`src/rtl/axi_wr_burst_arb_if.sv`:
```
// AXI4 write-channel bundle (AW, W, B) between the burst arbiter and the
// downstream DDR interconnect.
//   master : arbiter side, drives AW/W payloads and bready
//   slave  : interconnect side, drives awready/wready and the B channel
interface axi_wr_burst_arb_if #(
    parameter int ADDR_WIDTH = 32,
    parameter int DATA_WIDTH = 64
);
    logic [ADDR_WIDTH-1:0]   awaddr;
    logic [7:0]              awlen;
    logic [2:0]              awsize;
    logic [1:0]              awburst;
    logic [3:0]              awcache;
    logic                    awid;
    logic                    awlock;
    logic [2:0]              awprot;
    logic [3:0]              awqos;
    logic                    awvalid;
    logic                    awready;

    logic [DATA_WIDTH-1:0]   wdata;
    logic [DATA_WIDTH/8-1:0] wstrb;
    logic                    wlast;
    logic                    wvalid;
    logic                    wready;

    logic                    bid;
    logic [1:0]              bresp;
    logic                    bvalid;
    logic                    bready;

    modport master (
        output awaddr, awlen, awsize, awburst, awcache, awid, awlock, awprot, awqos, awvalid,
        input  awready,
        output wdata, wstrb, wlast, wvalid,
        input  wready,
        input  bid, bresp, bvalid,
        output bready
    );

    modport slave (
        input  awaddr, awlen, awsize, awburst, awcache, awid, awlock, awprot, awqos, awvalid,
        output awready,
        input  wdata, wstrb, wlast, wvalid,
        output wready,
        output bid, bresp, bvalid,
        input  bready
    );
endinterface

```
`src/rtl/axi_wr_burst_arb.sv`:
```
// Burst-granular round-robin arbiter sharing one AXI4 write port between
// NUM_REQ stream writers. Each writer owns a ring region starting at
// BASE_ADDR + k*REGION_SIZE; one burst is outstanding at a time and the
// grant is held from AW issue until the B response is accepted.
// Ports:
//   i_clk, i_rst_n : clock, asynchronous active-low reset
//   i_req          : per-writer "full burst available" request
//   o_grant        : one-hot grant
//   s_tdata/s_tvalid/s_tready : flattened writer streams
//   m_axi          : AXI4 AW/W/B master port
//   o_bresp_err    : sticky per-writer non-OKAY response flag
//
// state | meaning
// IDLE  | no burst in flight, pick next winner
// ADDR  | AW beat presented, waiting for awready
// DATA  | granted stream steered onto W
// RESP  | waiting for B response
module axi_wr_burst_arb #(
    parameter int                    NUM_REQ     = 4,
    parameter int                    ADDR_WIDTH  = 32,
    parameter int                    DATA_WIDTH  = 64,
    parameter int                    BURST_LEN   = 16,
    parameter logic [ADDR_WIDTH-1:0] BASE_ADDR   = '0,
    parameter logic [ADDR_WIDTH-1:0] REGION_SIZE = ADDR_WIDTH'(32'h0100_0000)
) (
    input  logic                          i_clk,
    input  logic                          i_rst_n,
    input  logic [NUM_REQ-1:0]            i_req,
    output logic [NUM_REQ-1:0]            o_grant,
    input  logic [NUM_REQ*DATA_WIDTH-1:0] s_tdata,
    input  logic [NUM_REQ-1:0]            s_tvalid,
    output logic [NUM_REQ-1:0]            s_tready,
    axi_wr_burst_arb_if.master            m_axi,
    output logic [NUM_REQ-1:0]            o_bresp_err
);

    localparam int                  IDX_W       = $clog2(NUM_REQ);
    localparam int                  BURST_BYTES = BURST_LEN * DATA_WIDTH / 8;
    localparam logic [7:0]          AWLEN       = 8'(BURST_LEN - 1);
    localparam logic [2:0]          AWSIZE      = 3'($clog2(DATA_WIDTH / 8));
    localparam logic [ADDR_WIDTH:0] BURST_STEP  = (ADDR_WIDTH + 1)'(BURST_BYTES);

    typedef enum logic [1:0] {IDLE, ADDR, DATA, RESP} state_t;

    state_t                state;
    logic [IDX_W-1:0]      grant_idx;
    logic [IDX_W-1:0]      last_winner;
    logic [IDX_W-1:0]      win_idx;
    logic                  win_found;
    int                    cand;
    logic [7:0]            beat_cnt;
    logic [ADDR_WIDTH-1:0] offset [NUM_REQ];
    logic [ADDR_WIDTH-1:0] aw_addr_next;
    logic [ADDR_WIDTH:0]   off_sum;
    logic [ADDR_WIDTH-1:0] off_next;
    logic [DATA_WIDTH-1:0] tdata_arr [NUM_REQ];
    logic                  w_hs;
    logic                  unused_bid;

    assign unused_bid = m_axi.bid;

    // Round-robin search starting one past the previous winner, with wrap.
    always_comb begin
        win_idx   = '0;
        win_found = 1'b0;
        cand      = 0;
        for (int i = 1; i <= NUM_REQ; i++) begin
            cand = int'(last_winner) + i;
            if (cand >= NUM_REQ) begin
                cand = cand - NUM_REQ;
            end
            if (!win_found && i_req[IDX_W'(cand)]) begin
                win_idx   = IDX_W'(cand);
                win_found = 1'b1;
            end
        end
    end

    always_comb begin
        for (int k = 0; k < NUM_REQ; k++) begin
            tdata_arr[k] = s_tdata[k*DATA_WIDTH +: DATA_WIDTH];
        end
    end

    assign aw_addr_next = BASE_ADDR + ADDR_WIDTH'(win_idx) * REGION_SIZE + offset[win_idx];

    // One extra bit so an offset step landing past the top of the address
    // space still compares correctly against REGION_SIZE.
    assign off_sum  = {1'b0, offset[grant_idx]} + BURST_STEP;
    assign off_next = (off_sum >= {1'b0, REGION_SIZE}) ? '0 : off_sum[ADDR_WIDTH-1:0];

    assign m_axi.wvalid  = (state == DATA) && s_tvalid[grant_idx];
    assign m_axi.wdata   = tdata_arr[grant_idx];
    assign m_axi.wlast   = (state == DATA) && (beat_cnt == AWLEN);
    assign m_axi.wstrb   = '1;
    assign s_tready      = ((state == DATA) && m_axi.wready) ? o_grant : '0;
    assign w_hs          = m_axi.wvalid && m_axi.wready;

    assign m_axi.awcache = 4'b0011;
    assign m_axi.awid    = 1'b0;
    assign m_axi.awlock  = 1'b0;
    assign m_axi.awprot  = 3'b000;
    assign m_axi.awqos   = 4'b0000;

    always_ff @(posedge i_clk or negedge i_rst_n) begin
        if (!i_rst_n) begin
            state          <= IDLE;
            grant_idx      <= '0;
            last_winner    <= IDX_W'(NUM_REQ - 1);
            o_grant        <= '0;
            beat_cnt       <= '0;
            o_bresp_err    <= '0;
            m_axi.awaddr   <= '0;
            m_axi.awlen    <= '0;
            m_axi.awsize   <= '0;
            m_axi.awburst  <= '0;
            m_axi.awvalid  <= 1'b0;
            m_axi.bready   <= 1'b0;
            for (int k = 0; k < NUM_REQ; k++) begin
                offset[k] <= '0;
            end
        end else begin
            case (state)
                IDLE: begin
                    if (win_found) begin
                        state         <= ADDR;
                        grant_idx     <= win_idx;
                        o_grant       <= NUM_REQ'(1) << win_idx;
                        m_axi.awaddr  <= aw_addr_next;
                        m_axi.awlen   <= AWLEN;
                        m_axi.awsize  <= AWSIZE;
                        m_axi.awburst <= 2'b01;
                        m_axi.awvalid <= 1'b1;
                    end
                end
                ADDR: begin
                    if (m_axi.awready) begin
                        m_axi.awvalid <= 1'b0;
                        state         <= DATA;
                    end
                end
                DATA: begin
                    if (w_hs) begin
                        if (m_axi.wlast) begin
                            beat_cnt     <= '0;
                            m_axi.bready <= 1'b1;
                            state        <= RESP;
                        end else begin
                            beat_cnt <= beat_cnt + 8'd1;
                        end
                    end
                end
                RESP: begin
                    if (m_axi.bvalid) begin
                        m_axi.bready      <= 1'b0;
                        offset[grant_idx] <= off_next;
                        if (m_axi.bresp != 2'b00) begin
                            o_bresp_err[grant_idx] <= 1'b1;
                        end
                        last_winner <= grant_idx;
                        o_grant     <= '0;
                        state       <= IDLE;
                    end
                end
                default: state <= IDLE;
            endcase
        end
    end

endmodule

```
`src/flat_wrapper.sv`:
```
// flat-port wrapper written by rule: the top's interface ports become plain ports
module axi_wr_burst_arb_flat 
#(
    parameter int                    NUM_REQ     = 4,
    parameter int                    ADDR_WIDTH  = 32,
    parameter int                    DATA_WIDTH  = 64,
    parameter int                    BURST_LEN   = 16,
    parameter logic [ADDR_WIDTH-1:0] BASE_ADDR   = '0,
    parameter logic [ADDR_WIDTH-1:0] REGION_SIZE = ADDR_WIDTH'(32'h0100_0000)
)
  (i_clk, i_rst_n, i_req, o_grant, s_tdata, s_tvalid, s_tready, o_bresp_err, m_axi_awaddr, m_axi_awlen, m_axi_awsize, m_axi_awburst, m_axi_awcache, m_axi_awid, m_axi_awlock, m_axi_awprot, m_axi_awqos, m_axi_awvalid, m_axi_awready, m_axi_wdata, m_axi_wstrb, m_axi_wlast, m_axi_wvalid, m_axi_wready, m_axi_bid, m_axi_bresp, m_axi_bvalid, m_axi_bready);
  axi_wr_burst_arb_if #(.ADDR_WIDTH(ADDR_WIDTH), .DATA_WIDTH(DATA_WIDTH)) m_axi_i ();
  input  logic i_clk;
  input  logic i_rst_n;
  input  logic [NUM_REQ-1:0] i_req;
  output logic [NUM_REQ-1:0] o_grant;
  input  logic [NUM_REQ*DATA_WIDTH-1:0] s_tdata;
  input  logic [NUM_REQ-1:0] s_tvalid;
  output logic [NUM_REQ-1:0] s_tready;
  output logic [NUM_REQ-1:0] o_bresp_err;
  output wire logic [$bits(m_axi_i.awaddr)-1:0] m_axi_awaddr;
  output wire logic [$bits(m_axi_i.awlen)-1:0] m_axi_awlen;
  output wire logic [$bits(m_axi_i.awsize)-1:0] m_axi_awsize;
  output wire logic [$bits(m_axi_i.awburst)-1:0] m_axi_awburst;
  output wire logic [$bits(m_axi_i.awcache)-1:0] m_axi_awcache;
  output wire logic [$bits(m_axi_i.awid)-1:0] m_axi_awid;
  output wire logic [$bits(m_axi_i.awlock)-1:0] m_axi_awlock;
  output wire logic [$bits(m_axi_i.awprot)-1:0] m_axi_awprot;
  output wire logic [$bits(m_axi_i.awqos)-1:0] m_axi_awqos;
  output wire logic [$bits(m_axi_i.awvalid)-1:0] m_axi_awvalid;
  input wire logic [$bits(m_axi_i.awready)-1:0] m_axi_awready;
  output wire logic [$bits(m_axi_i.wdata)-1:0] m_axi_wdata;
  output wire logic [$bits(m_axi_i.wstrb)-1:0] m_axi_wstrb;
  output wire logic [$bits(m_axi_i.wlast)-1:0] m_axi_wlast;
  output wire logic [$bits(m_axi_i.wvalid)-1:0] m_axi_wvalid;
  input wire logic [$bits(m_axi_i.wready)-1:0] m_axi_wready;
  input wire logic [$bits(m_axi_i.bid)-1:0] m_axi_bid;
  input wire logic [$bits(m_axi_i.bresp)-1:0] m_axi_bresp;
  input wire logic [$bits(m_axi_i.bvalid)-1:0] m_axi_bvalid;
  output wire logic [$bits(m_axi_i.bready)-1:0] m_axi_bready;
  assign m_axi_awaddr = m_axi_i.awaddr;
  assign m_axi_awlen = m_axi_i.awlen;
  assign m_axi_awsize = m_axi_i.awsize;
  assign m_axi_awburst = m_axi_i.awburst;
  assign m_axi_awcache = m_axi_i.awcache;
  assign m_axi_awid = m_axi_i.awid;
  assign m_axi_awlock = m_axi_i.awlock;
  assign m_axi_awprot = m_axi_i.awprot;
  assign m_axi_awqos = m_axi_i.awqos;
  assign m_axi_awvalid = m_axi_i.awvalid;
  assign m_axi_i.awready = m_axi_awready;
  assign m_axi_wdata = m_axi_i.wdata;
  assign m_axi_wstrb = m_axi_i.wstrb;
  assign m_axi_wlast = m_axi_i.wlast;
  assign m_axi_wvalid = m_axi_i.wvalid;
  assign m_axi_i.wready = m_axi_wready;
  assign m_axi_i.bid = m_axi_bid;
  assign m_axi_i.bresp = m_axi_bresp;
  assign m_axi_i.bvalid = m_axi_bvalid;
  assign m_axi_bready = m_axi_i.bready;
  axi_wr_burst_arb #(.NUM_REQ(NUM_REQ), .ADDR_WIDTH(ADDR_WIDTH), .DATA_WIDTH(DATA_WIDTH), .BURST_LEN(BURST_LEN), .BASE_ADDR(BASE_ADDR), .REGION_SIZE(REGION_SIZE)) u_core (.i_clk(i_clk), .i_rst_n(i_rst_n), .i_req(i_req), .o_grant(o_grant), .s_tdata(s_tdata), .s_tvalid(s_tvalid), .s_tready(s_tready), .m_axi(m_axi_i), .o_bresp_err(o_bresp_err));
endmodule
```
`config.mk`:
```
export PLATFORM = sky130hd
export DESIGN_NAME = axi_wr_burst_arb_flat
export DESIGN_NICKNAME = d
export VERILOG_FILES = /design/src/rtl/axi_wr_burst_arb_if.sv /design/src/rtl/axi_wr_burst_arb.sv /design/src/flat_wrapper.sv
export SDC_FILE = /design/constraint.sdc
export NUM_CORES = 1
export LEC_CHECK = 0
export CORE_MARGIN = 8
export CORE_UTILIZATION = 49
export CTS_CLUSTER_DIAMETER = 80
export DETAILED_ROUTE_END_ITERATION = 8
export PLACE_DENSITY = 0.92
export SLEW_MARGIN = 20
export SYNTH_ARGS = -nofsm -noshare
export SYNTH_HDL_FRONTEND = slang
export SYNTH_SLANG_ARGS = --single-unit
```
`constraint.sdc`:
```
create_clock -name i_clk -period 9.28 [get_ports i_clk]
set_input_delay 1.856 -clock i_clk [delete_from_list [all_inputs] [get_ports i_clk]]
set_output_delay 1.856 -clock i_clk [all_outputs]
set_load 0.02 [all_outputs]
```
==> impl_metrics.csv <==
group,metric,value,unit
global_routing,global_route.usage.total,0.335,
sta,grt_setup_unrepaired,"false",
cells_and_area,finalInstanceArea,0.0160,sq mm
cells_and_area,finalNetCount,1792,
power,p_per_area,242,mW/mm^2
global_routing,grt_pass1_wl,71600,um
synth,netlist.top_cell.by_area,"sky130_fd_sc_hd__dfrtp_1",
floorplanning,dieWidth,169,um
floorplanning,core-area,0.0232,sq mm
setup_path,worst-path-max-fanout,55,
global_routing,grt_overflow_total,0,
sta,tns,0,ns
setup_path,startpoint_of_the_most_critical_register_to_register_path,"u_core.grant_idx[1]",
setup_path,crit_end,"u_core.m_axi.awaddr[30]",
place,post-place-ws,2.85,ns
synth,yosys-top-cells-area,"sky130_fd_sc_hd__dfrtp_1 40%, sky130_fd_sc_hd__mux4_2 19%, sky130_fd_sc_hd__nand2_1 12%, sky130_fd_sc_hd__o21ai_0 5.9%, sky130_fd_sc_hd__nand3_1 2.4%",
floorplanning,fp.dieArea,0.0285,sq mm
routing,count_of_vias_placed_by_the_detailed_router,11200,
synth,number_of_enable_flip_flop_cells_after_synthesis,0,
clock_network,cts_post_setup_buffers_inserted,0,
power,combinationalPowerShare,0.517,
sta,finalHoldWorstSlack,0.477,ns
power,leakage,6.41,nW
routing,via_per_inst,6.03,
setup_path,timing_worst_setup_path_type,"in -> reg",
cells_and_area,layout_commonest_cell,"sky130_fd_sc_hd__clkdlybuf4s50_1",
power,power.share.switching,0.411,
sta,final-hold-violation-count,0,
global_routing,grt_start_max_net_pins,89,
clock_network,worst_setup_hold_path_clk_slew,0.07,ns
clock_network,cts.hold.buffers_added,0,
synth,mappedNetlistArea,0.0115,sq mm
worst_hold_path,whs_path_depth,1,
setup_path,cp.depth,16,
setup_path,critical_path_required,9.60,ns
routing,detail-route-antenna-nets,0,
synth,synth_cells,1179,
setup_path,worstReg2RegEnd,"u_core.offset[111]",
setup_path,timing.critical_path.max_delay_family,"buffers and inverters",
synth,yosysWarnings,0,
cells_and_area,finish.utilization,0.691,
sta,max_slew.worst_pin.slew,1.18,ns
setup_path,critPathMaxStageDelay,0.63,ns
clock_network,ctsRootBufferMaster,"sky130_fd_sc_hd__clkbuf_16",
sta,setup_slack,3.17,ns
clock_network,clock_latency,0.44,ns
clock_network,clock_tree_from_tritoncts,"done",
cells_and_area,highest_count_cells_in_the_layout_ignoring_fill_and_taps,"388 x sky130_fd_sc_hd__clkdlybuf4s50_1, 349 x sky130_fd_sc_hd__nand2_1, 181 x sky130_fd_sc_hd__dfrtp_1",
synth,synth.distinct_cells,61,
floorplanning,fp-row-count,56,
sta,timing.final.setup_violations,0,
power,vdd_ir_drop_max,0.142,mV
global_routing,via_count_of_the_first_global_routing_pass,11000,
outcome,run_status,"complete, no violations",
routing,firstDrtPassIters,8,
synth,synthDominantCellAreaShare,0.400,
power,switchingPower,1.59,mW
floorplanning,die-height,169,um
worst_hold_path,class_of_the_tightest_hold_or_removal_check,"reg -> reg",
setup_path,worst-r2r-cell-count,11,
synth,syn_area_per_cell,9.72,sq um
power,power_frac_seq,0.291,
synth,ys_seq_elements,185,
setup_path,critical_path.startpoint_type,"input pin",
job,drv.max_cap_violation_count,0,
place,globalplace.congestion,0.983,
floorplanning,initial_utilization,0.494,
cells_and_area,syn2layout_area_growth,40.0,%
power,power.share.clock,0.192,
setup_path,crit_path_start,"i_req[3]",
place,dp_hpwl,36600,um
place,port-buffer-count,389,
clock_network,tritoncts_num_sinks,185,
setup_path,worst-path-buf-inv,5,
routing,routedWlPerCell,26.2,um
sta,post-route-min-period,6.11,ns
routing,detail_route.drc_violations,0,
floorplanning,floorplan.io_pins,418,
sta,count_of_final_max_slew_check_failures,0,
setup_path,worst_path_max_delay_cell,"sky130_fd_sc_hd__o2bb2ai_1",
sta,timing.final.crit_share,0.659,
sta,fmaxAchievable,164,MHz
clock_network,cts_max_path_buffers,2,
setup_path,timing.critical_path.to_type,"flip-flop",
sta,clock_skew,0.00964,ns
setup_path,arrival,6.43,ns
clock_network,post_cts_resize_count,0,
clock_network,clock_buffers_created_by_tritoncts,17,
setup_path,rrSetupSlack,3.93,ns
sta,relSlewSlack,0.216,
global_routing,initial_antenna_violation_count,22,
routing,wirelength,48800,um
cells_and_area,drive_above_1_share,0.114,
power,internal_power,2.28,mW
place,placed_cell_area,0.0154,sq mm
cells_and_area,num-fill-cells,1720,
synth,ys_seq_area_frac,0.404,
synth,synth_async_sr_flop_share,1.00,
routing,initialDrtViolationCount,1706,
synth,synthFlopType,"sky130_fd_sc_hd__dfrtp_1",
clock_network,h_tree_levels,4,
setup_path,path_cells,"clkdlybuf4s50_1, mux2i_1, o2bb2ai_1, nor2_4, buf_4, inv_1, buf_4, nand2_1, and3_1, a31oi_1, ha_1, inv_1, fa_1, nor3_1, a31o_2, nand3_1",
[sequential cells by signal (all words and copies together) (netlist names)]
name,count
u_core.last_winner,2
u_core.m_axi.awlen,1
u_core.m_axi.awvalid,1
u_core.o_bresp_err,4
u_core.m_axi.awaddr,32
u_core.o_grant,4
u_core.grant_idx,2
u_core.offset,128
u_core.beat_cnt,8
u_core.m_axi.bready,1
u_core.state,2
[cell type report]
cell class / instances / area [sq um] / share of cell area
tap: 319 / 399 / 0.0249
multi-input combinational: 892 / 6310 / 0.393
sequential: 185 / 4640 / 0.289
clock inverter: 11 / 133 / 0.00827
antenna: 21 / 52.6 / 0.00328
timing repair buffer: 402 / 3990 / 0.249
clock buffer: 21 / 460 / 0.0287
inverter: 13 / 48.8 / 0.00304
[power groups by stage]
stage                     clock, mW  combinational [mW]  sequential (mW)
after global placement            0                1.96             1.13
after global routing          0.775                2.13             1.15
after detailed placement          0                1.99             1.14
after CTS                     0.745                2.01             1.12
after floorplan                   0                1.21             1.08
final                         0.742                2.00             1.13
[routing by layer]
metal | vias to the layer above | GRT usage | part of all wire
met2 | 798 | 0.522 | 0.47
met4 | 10 | 0.119 | 0.034
met1 | 5532 | 0.431 | 0.36
met3 | 96 | 0.111 | 0.13
met5 | - | 0 | 0.0015
li1 | 4797 | - | -
[Yosys cell counts, types with 3 or more instances]
master and number:
sky130_fd_sc_hd__and3_1 15, sky130_fd_sc_hd__a22o_1 3, sky130_fd_sc_hd__o21ai_0 134, sky130_fd_sc_hd__nand4_1 5, sky130_fd_sc_hd__dfrtp_1 183, sky130_fd_sc_hd__o31ai_1 21
sky130_fd_sc_hd__mux2i_1 9, sky130_fd_sc_hd__clkbuf_1 52, sky130_fd_sc_hd__buf_1 18, sky130_fd_sc_hd__buf_6 3, sky130_fd_sc_hd__nand3_1 56, sky130_fd_sc_hd__buf_4 37
sky130_fd_sc_hd__a31oi_1 6, sky130_fd_sc_hd__o21bai_1 6, sky130_fd_sc_hd__nand3b_1 4, sky130_fd_sc_hd__nand2b_1 5, sky130_fd_sc_hd__buf_2 4, sky130_fd_sc_hd__and4_1 3
sky130_fd_sc_hd__nor2b_1 6, sky130_fd_sc_hd__mux4_2 97, sky130_fd_sc_hd__and2_1 34, sky130_fd_sc_hd__xnor2_1 14, sky130_fd_sc_hd__inv_1 13, sky130_fd_sc_hd__a21oi_1 7
sky130_fd_sc_hd__nor3_1 6, sky130_fd_sc_hd__ha_1 8, sky130_fd_sc_hd__xor2_1 8, sky130_fd_sc_hd__o31ai_2 5, sky130_fd_sc_hd__nor2_1 20, sky130_fd_sc_hd__mux2_2 7
sky130_fd_sc_hd__nand2_1 351
[worst min path at each step]
stage	from	end	slack, ns
3_3_place_gp	u_core.o_bresp_err[1]	u_core.o_bresp_err[1]	0.46
6_report	u_core.o_bresp_err[1]	u_core.o_bresp_err[1]	0.48
3_5_place_dp	u_core.o_bresp_err[1]	u_core.o_bresp_err[1]	0.46
2_1_floorplan	u_core.beat_cnt[7]	u_core.beat_cnt[7]	0.45
5_1_grt	u_core.o_bresp_err[1]	u_core.o_bresp_err[1]	0.49
4_1_cts	u_core.o_bresp_err[1]	u_core.o_bresp_err[1]	0.48
[per-stage QoR]
step / power, mW / cells
3_5_place_dp: 3.13 / 1811
2_1_floorplan: 2.29 / 1204
5_1_grt: 4.05 / 1854
3_3_place_gp: 3.09 / 1811
4_1_cts: 3.87 / 1843
6_report: 3.87 / 1864
[worst reg2reg max path, delay by kind of cell, from the launching register on]
kind | cells | cell delay [ns]
muxes | 1 | 0.49
DFF | 1 | 1.08
and+or+nand+nor | 3 | 0.95
buffers and inverters | 2 | 1.38
AOI/OAI and AO/OA | 4 | 0.98
adders and majority gates | 1 | 0.28
[cell families (layout without fill, tap and decap cells)]
group                    count (synthesis)  count (layout)  share of synthesized area
AO/OA/AOI/OAI                          203             203                      0.108
XOR/XNOR                                22              22                     0.0168
adder cells (fa/ha/maj)                  9               9                     0.0105
buffers and inverters                  127             447                     0.0561
flip-flops                             185             185                      0.404
multiplexers                           113             113                      0.205
other                                    2              48                   0.000656
AND/OR/NAND/NOR                        518             518                      0.198
Note: power is estimated with default switching activity, not from simulation.
==> patch 1: new RTL, config.mk and constraints unchanged <==
Register the output `o_bresp_err` once more; this adds one clock of latency there. The other outputs are not delayed to match.
--- a/src/rtl/axi_wr_burst_arb.sv
+++ b/src/rtl/axi_wr_burst_arb.sv
@@ -41,6 +41,8 @@
     localparam logic [ADDR_WIDTH:0] BURST_STEP  = (ADDR_WIDTH + 1)'(BURST_BYTES);
 
     typedef enum logic [1:0] {IDLE, ADDR, DATA, RESP} state_t;
+
+    logic [NUM_REQ-1:0] o_bresp_err_s0;
 
     state_t                state;
     logic [IDX_W-1:0]      grant_idx;
@@ -109,7 +111,7 @@
             last_winner    <= IDX_W'(NUM_REQ - 1);
             o_grant        <= '0;
             beat_cnt       <= '0;
-            o_bresp_err    <= '0;
+            o_bresp_err_s0 <= '0;
             m_axi.awaddr   <= '0;
             m_axi.awlen    <= '0;
             m_axi.awsize   <= '0;
@@ -155,7 +157,7 @@
                         m_axi.bready      <= 1'b0;
                         offset[grant_idx] <= off_next;
                         if (m_axi.bresp != 2'b00) begin
-                            o_bresp_err[grant_idx] <= 1'b1;
+                            o_bresp_err_s0[grant_idx] <= 1'b1;
                         end
                         last_winner <= grant_idx;
                         o_grant     <= '0;
@@ -167,5 +169,9 @@
         end
     end
 
+    always_ff @(posedge i_clk) begin
+        o_bresp_err <= o_bresp_err_s0;
+    end
+
 endmodule
 
Function: no difference found for any inputs over 4 cycles, from zero or initial values and one cycle with i_rst_n low; that may be too few to reach the edited logic, so the function may still have changed.
==> patch 1 against the unedited design <==
- synthesized cell count fell by 9.1%
- worst setup slack got worse by 0.042 ns
- critical path type unchanged
- sequential cell count rose by 4
- routed wire length rose by 6.0%
- non-clock buffer count fell by 1
- design area fell by 2.5%
- power rose by 6.0%
- area after synthesis fell by 3.0%
- largest power group unchanged
==> patch 1: results <==
critical_path:
  startpoint: "i_req[1]"
  worst_ep_arrival_time_ns: 6.48
  worstRegToRegCells: 13
route:
  first_iter_violations: 1949
  met1_length_um: 19020
  routed-via-count: 10950
  wl_met3_um: 8534
  wire_length_per_cell_after_detailed_routing_um: 30.08
min_path:
  min-delay-start: "u_core.o_bresp_err_s0[1]"
  min_delay_path_depth: 0
logic_synthesis:
  post_synth_most_frequent_cells: "sky130_fd_sc_hd__nand2_1, sky130_fd_sc_hd__dfrtp_1, sky130_fd_sc_hd__mux4_2"
  yosys.area_share.xor_xnor: 0.01734
  post_synth_fa_ha_maj_area_fraction: 0.01081
  ys_async_sr_fraction: 0.9788
  synth_sequential_area_ratio: 0.4240
  synth-compound-area-share: 0.1274
timing:
  worst_slack_ns: 3.126
  fin_skew_ns: 0.01347
  worst_hold_slack_ns: 0.3820
  worst_max_slew_margin_expressed_relative_to_the_limit: 0.3042
final_layout:
  final_layout_size_suffix_gt1_frac: 0.1148
global_routing:
  maximum_number_of_pins_on_one_net_before_global_route_repair: 115
  grtUsageTotal: 0.3650
  met2_usage: 0.5537
  grt_antenna_before_repair: 25
outcome:
  status: "completed"
power_and_ir_drop:
  irDropWorstVdd_uv: 164.2
  power_leakage_nw: 6.391
place:
  gp_congestion: 0.9748
## patch 1: cell count changes in the layout (fill, tap and decap cells not counted), moves of 7 or more
cell | before | now
sky130_fd_sc_hd__a21boi_0 | 2 | 30
sky130_fd_sc_hd__nor2b_1 | 6 | 20
sky130_fd_sc_hd__mux4_2 | 97 | 90
sky130_fd_sc_hd__o31ai_1 | 21 | 66
sky130_fd_sc_hd__nand3_1 | 56 | 48
sky130_fd_sc_hd__diode_2 | 21 | 14
sky130_fd_sc_hd__and2_1 | 34 | 18
sky130_fd_sc_hd__nand2_1 | 349 | 256
sky130_fd_sc_hd__o21ai_0 | 134 | 70
## patch 1: cell families (layout without fill, tap and decap cells)
logic type,after synthesis,count (layout)
fa+ha+maj,9,9
other cells,2,41
buf+inv,124,447
simple gates,412,412
flops,189,189
mux,102,102
xor+xnor,22,22
compound gates,212,212
## patch 1: final cells by class
type | instances | area, um^2
antenna | 14 | 35.03
clock buffer | 19 | 452.9
clock inverter | 13 | 157.7
fill | 1641 | 6793
inverter | 14 | 52.55
multi-input combinational | 784 | 5879
sequential | 189 | 4720
tap | 285 | 356.6
timing repair buffer | 401 | 3988
## patch 1: power by group through the flow
stage	clock (W)	sequential [W]	combinational, W
6_report	0.000766	0.00112	0.00222
5_1_grt	0.000802	0.00114	0.00232
4_1_cts	0.000767	0.00112	0.00219
3_5_place_dp	0	0.00114	0.00219
3_3_place_gp	0	0.00113	0.00215
2_1_floorplan	0	0.00111	0.00124
## patch 1: stage by stage
step | instances | area, um^2
finish | 1719 | 15640
global route | 1709 | 15620
CTS | 1705 | 15600
detailed placement | 1673 | 14990
global placement | 1673 | 14990
floorplan | 1097 | 11210
==> patch 2: new RTL, same flow settings <==
Made on the original files. `ADDR_WIDTH` is set to 32 in 3 places; all go to 64.
--- a/src/rtl/axi_wr_burst_arb_if.sv
+++ b/src/rtl/axi_wr_burst_arb_if.sv
@@ -3,7 +3,7 @@
 //   master : arbiter side, drives AW/W payloads and bready
 //   slave  : interconnect side, drives awready/wready and the B channel
 interface axi_wr_burst_arb_if #(
-    parameter int ADDR_WIDTH = 32,
+    parameter int ADDR_WIDTH = 64,
     parameter int DATA_WIDTH = 64
 );
     logic [ADDR_WIDTH-1:0]   awaddr;
--- a/src/rtl/axi_wr_burst_arb.sv
+++ b/src/rtl/axi_wr_burst_arb.sv
@@ -17,7 +17,7 @@
 // RESP  | waiting for B response
 module axi_wr_burst_arb #(
     parameter int                    NUM_REQ     = 4,
-    parameter int                    ADDR_WIDTH  = 32,
+    parameter int                    ADDR_WIDTH  = 64,
     parameter int                    DATA_WIDTH  = 64,
     parameter int                    BURST_LEN   = 16,
     parameter logic [ADDR_WIDTH-1:0] BASE_ADDR   = '0,
--- a/src/flat_wrapper.sv
+++ b/src/flat_wrapper.sv
@@ -2,7 +2,7 @@
 module axi_wr_burst_arb_flat 
 #(
     parameter int                    NUM_REQ     = 4,
-    parameter int                    ADDR_WIDTH  = 32,
+    parameter int                    ADDR_WIDTH  = 64,
     parameter int                    DATA_WIDTH  = 64,
     parameter int                    BURST_LEN   = 16,
     parameter logic [ADDR_WIDTH-1:0] BASE_ADDR   = '0,
Interface: changed (resized m_axi_awaddr); port bits go from 418 to 450. No check against the original RTL was run, so the function may have changed too.
==> patch 2 against the unedited design <==
- power increased by 74%
- routed wire length increased by 54%
- fmax decreased by 9.3%
- die area increased by 66%
- worst setup slack got worse by 0.62 ns
- area after synthesis increased by 74%
- clock skew increased by 0.0066 ns
- design area increased by 59%
- utilization decreased by 6.1 points
- sequential cell count increased by 160
- count of clock-buffer cells in the layout increased by 31
- largest power group unchanged
==> patch 2: results <==
route:
  first_iter_violations: 1935
  wire_length_per_cell_after_detailed_routing_um: 26.61
  vias_per_cell: 6.211
  detailedRoute.firstPassIterationCount: 5
timing:
  least_margin_pin_slew_ns: 1.048
  fin_skew_ns: 0.01624
  worst_hold_slack_ns: 0.4684
logic_synthesis:
  post-synth-top-area-fraction: 0.4305
  syn_inst: 1926
  synth_cell_type_count: 72
  synth_sequential_area_ratio: 0.4331
clock_network:
  worst_skew_pair.late_latency_ns: 0.52
  cts_inserted_buffers: 37
critical_path:
  crit_family: "simple AND/OR/NAND/NOR gates"
  worstReg2RegEnd: "u_core.offset[213]"
  cp_max_fo: 56
  rrSetupSlack_ns: 3.68
final_layout:
  final-instance-count-excl-fill: 2831
  filler_cell_count: 3093
  multiInputGateArea_mm2: 0.01040
global_routing:
  maximum_number_of_pins_on_one_net_before_global_route_repair: 199
  grt_pass1_wl_um: 110900
  grtUsageTotal: 0.3061
place:
  dp.cells: 2759
  dpl_worst_slack_ns: 1.853
  dp_hpwl_um: 55890
  port_buffers: 421
  placed_area_mm2: 0.02429
power_and_ir_drop:
  irDropWorstVdd_uv: 234.1
  power_leakage_nw: 10.74
outcome:
  status: "completed"
patch 2: worst max-delay path by stage:
stage             start                      end  slack, ns
6_report       i_req[0]  u_core.m_axi.awaddr[63]       2.54
5_1_grt        i_req[3]  u_core.m_axi.awaddr[63]       2.33
4_1_cts        i_req[0]  u_core.m_axi.awaddr[63]       2.26
3_5_place_dp   i_req[0]  u_core.m_axi.awaddr[63]       1.85
3_3_place_gp   i_req[0]  u_core.m_axi.awaddr[63]       1.97
2_1_floorplan  i_req[0]  u_core.m_axi.awaddr[50]       2.48
patch 2: cell families after synthesis:
family / share of synthesized area
AO/OA/AOI/OAI: 0.09896
XOR/XNOR: 0.02021
adder cells (fa/ha/maj): 0.006025
buffers and inverters: 0.05322
flip-flops: 0.4331
multiplexers: 0.1794
other: 0.0003767
AND/OR/NAND/NOR: 0.2087
patch 2: metal layers:
| layer | global-route usage | part of all wire | vias up |
|---|---|---|---|
| met1 | 0.3734 | 0.36 | 8909 |
| met3 | 0.06283 | 0.088 | 142 |
| met2 | 0.5336 | 0.51 | 930 |
| met5 | 0 | 0.00053 | - |
| li1 | - | - | 7597 |
| met4 | 0.1075 | 0.039 | 6 |
patch 2: cell type report:
type / instances / area share
Antenna cell: 9 / 0.0008823
Clock buffer: 52 / 0.04005
Clock inverter: 9 / 0.005931
Inverter: 42 / 0.006274
Multi-Input combinational cell: 1394 / 0.4074
Sequential cell: 345 / 0.3386
Tap cell: 532 / 0.02608
Timing Repair Buffer: 448 / 0.1748
patch 2: power by group through the flow:
stage                     clock, W  combinational (W)  sequential, W
after global placement           0            0.00324        0.00194
after global routing       0.00155            0.00353        0.00195
final                      0.00146            0.00333        0.00193
after CTS                  0.00148            0.00332        0.00193
after detailed placement         0            0.00330        0.00195
after floorplan                  0            0.00205        0.00199
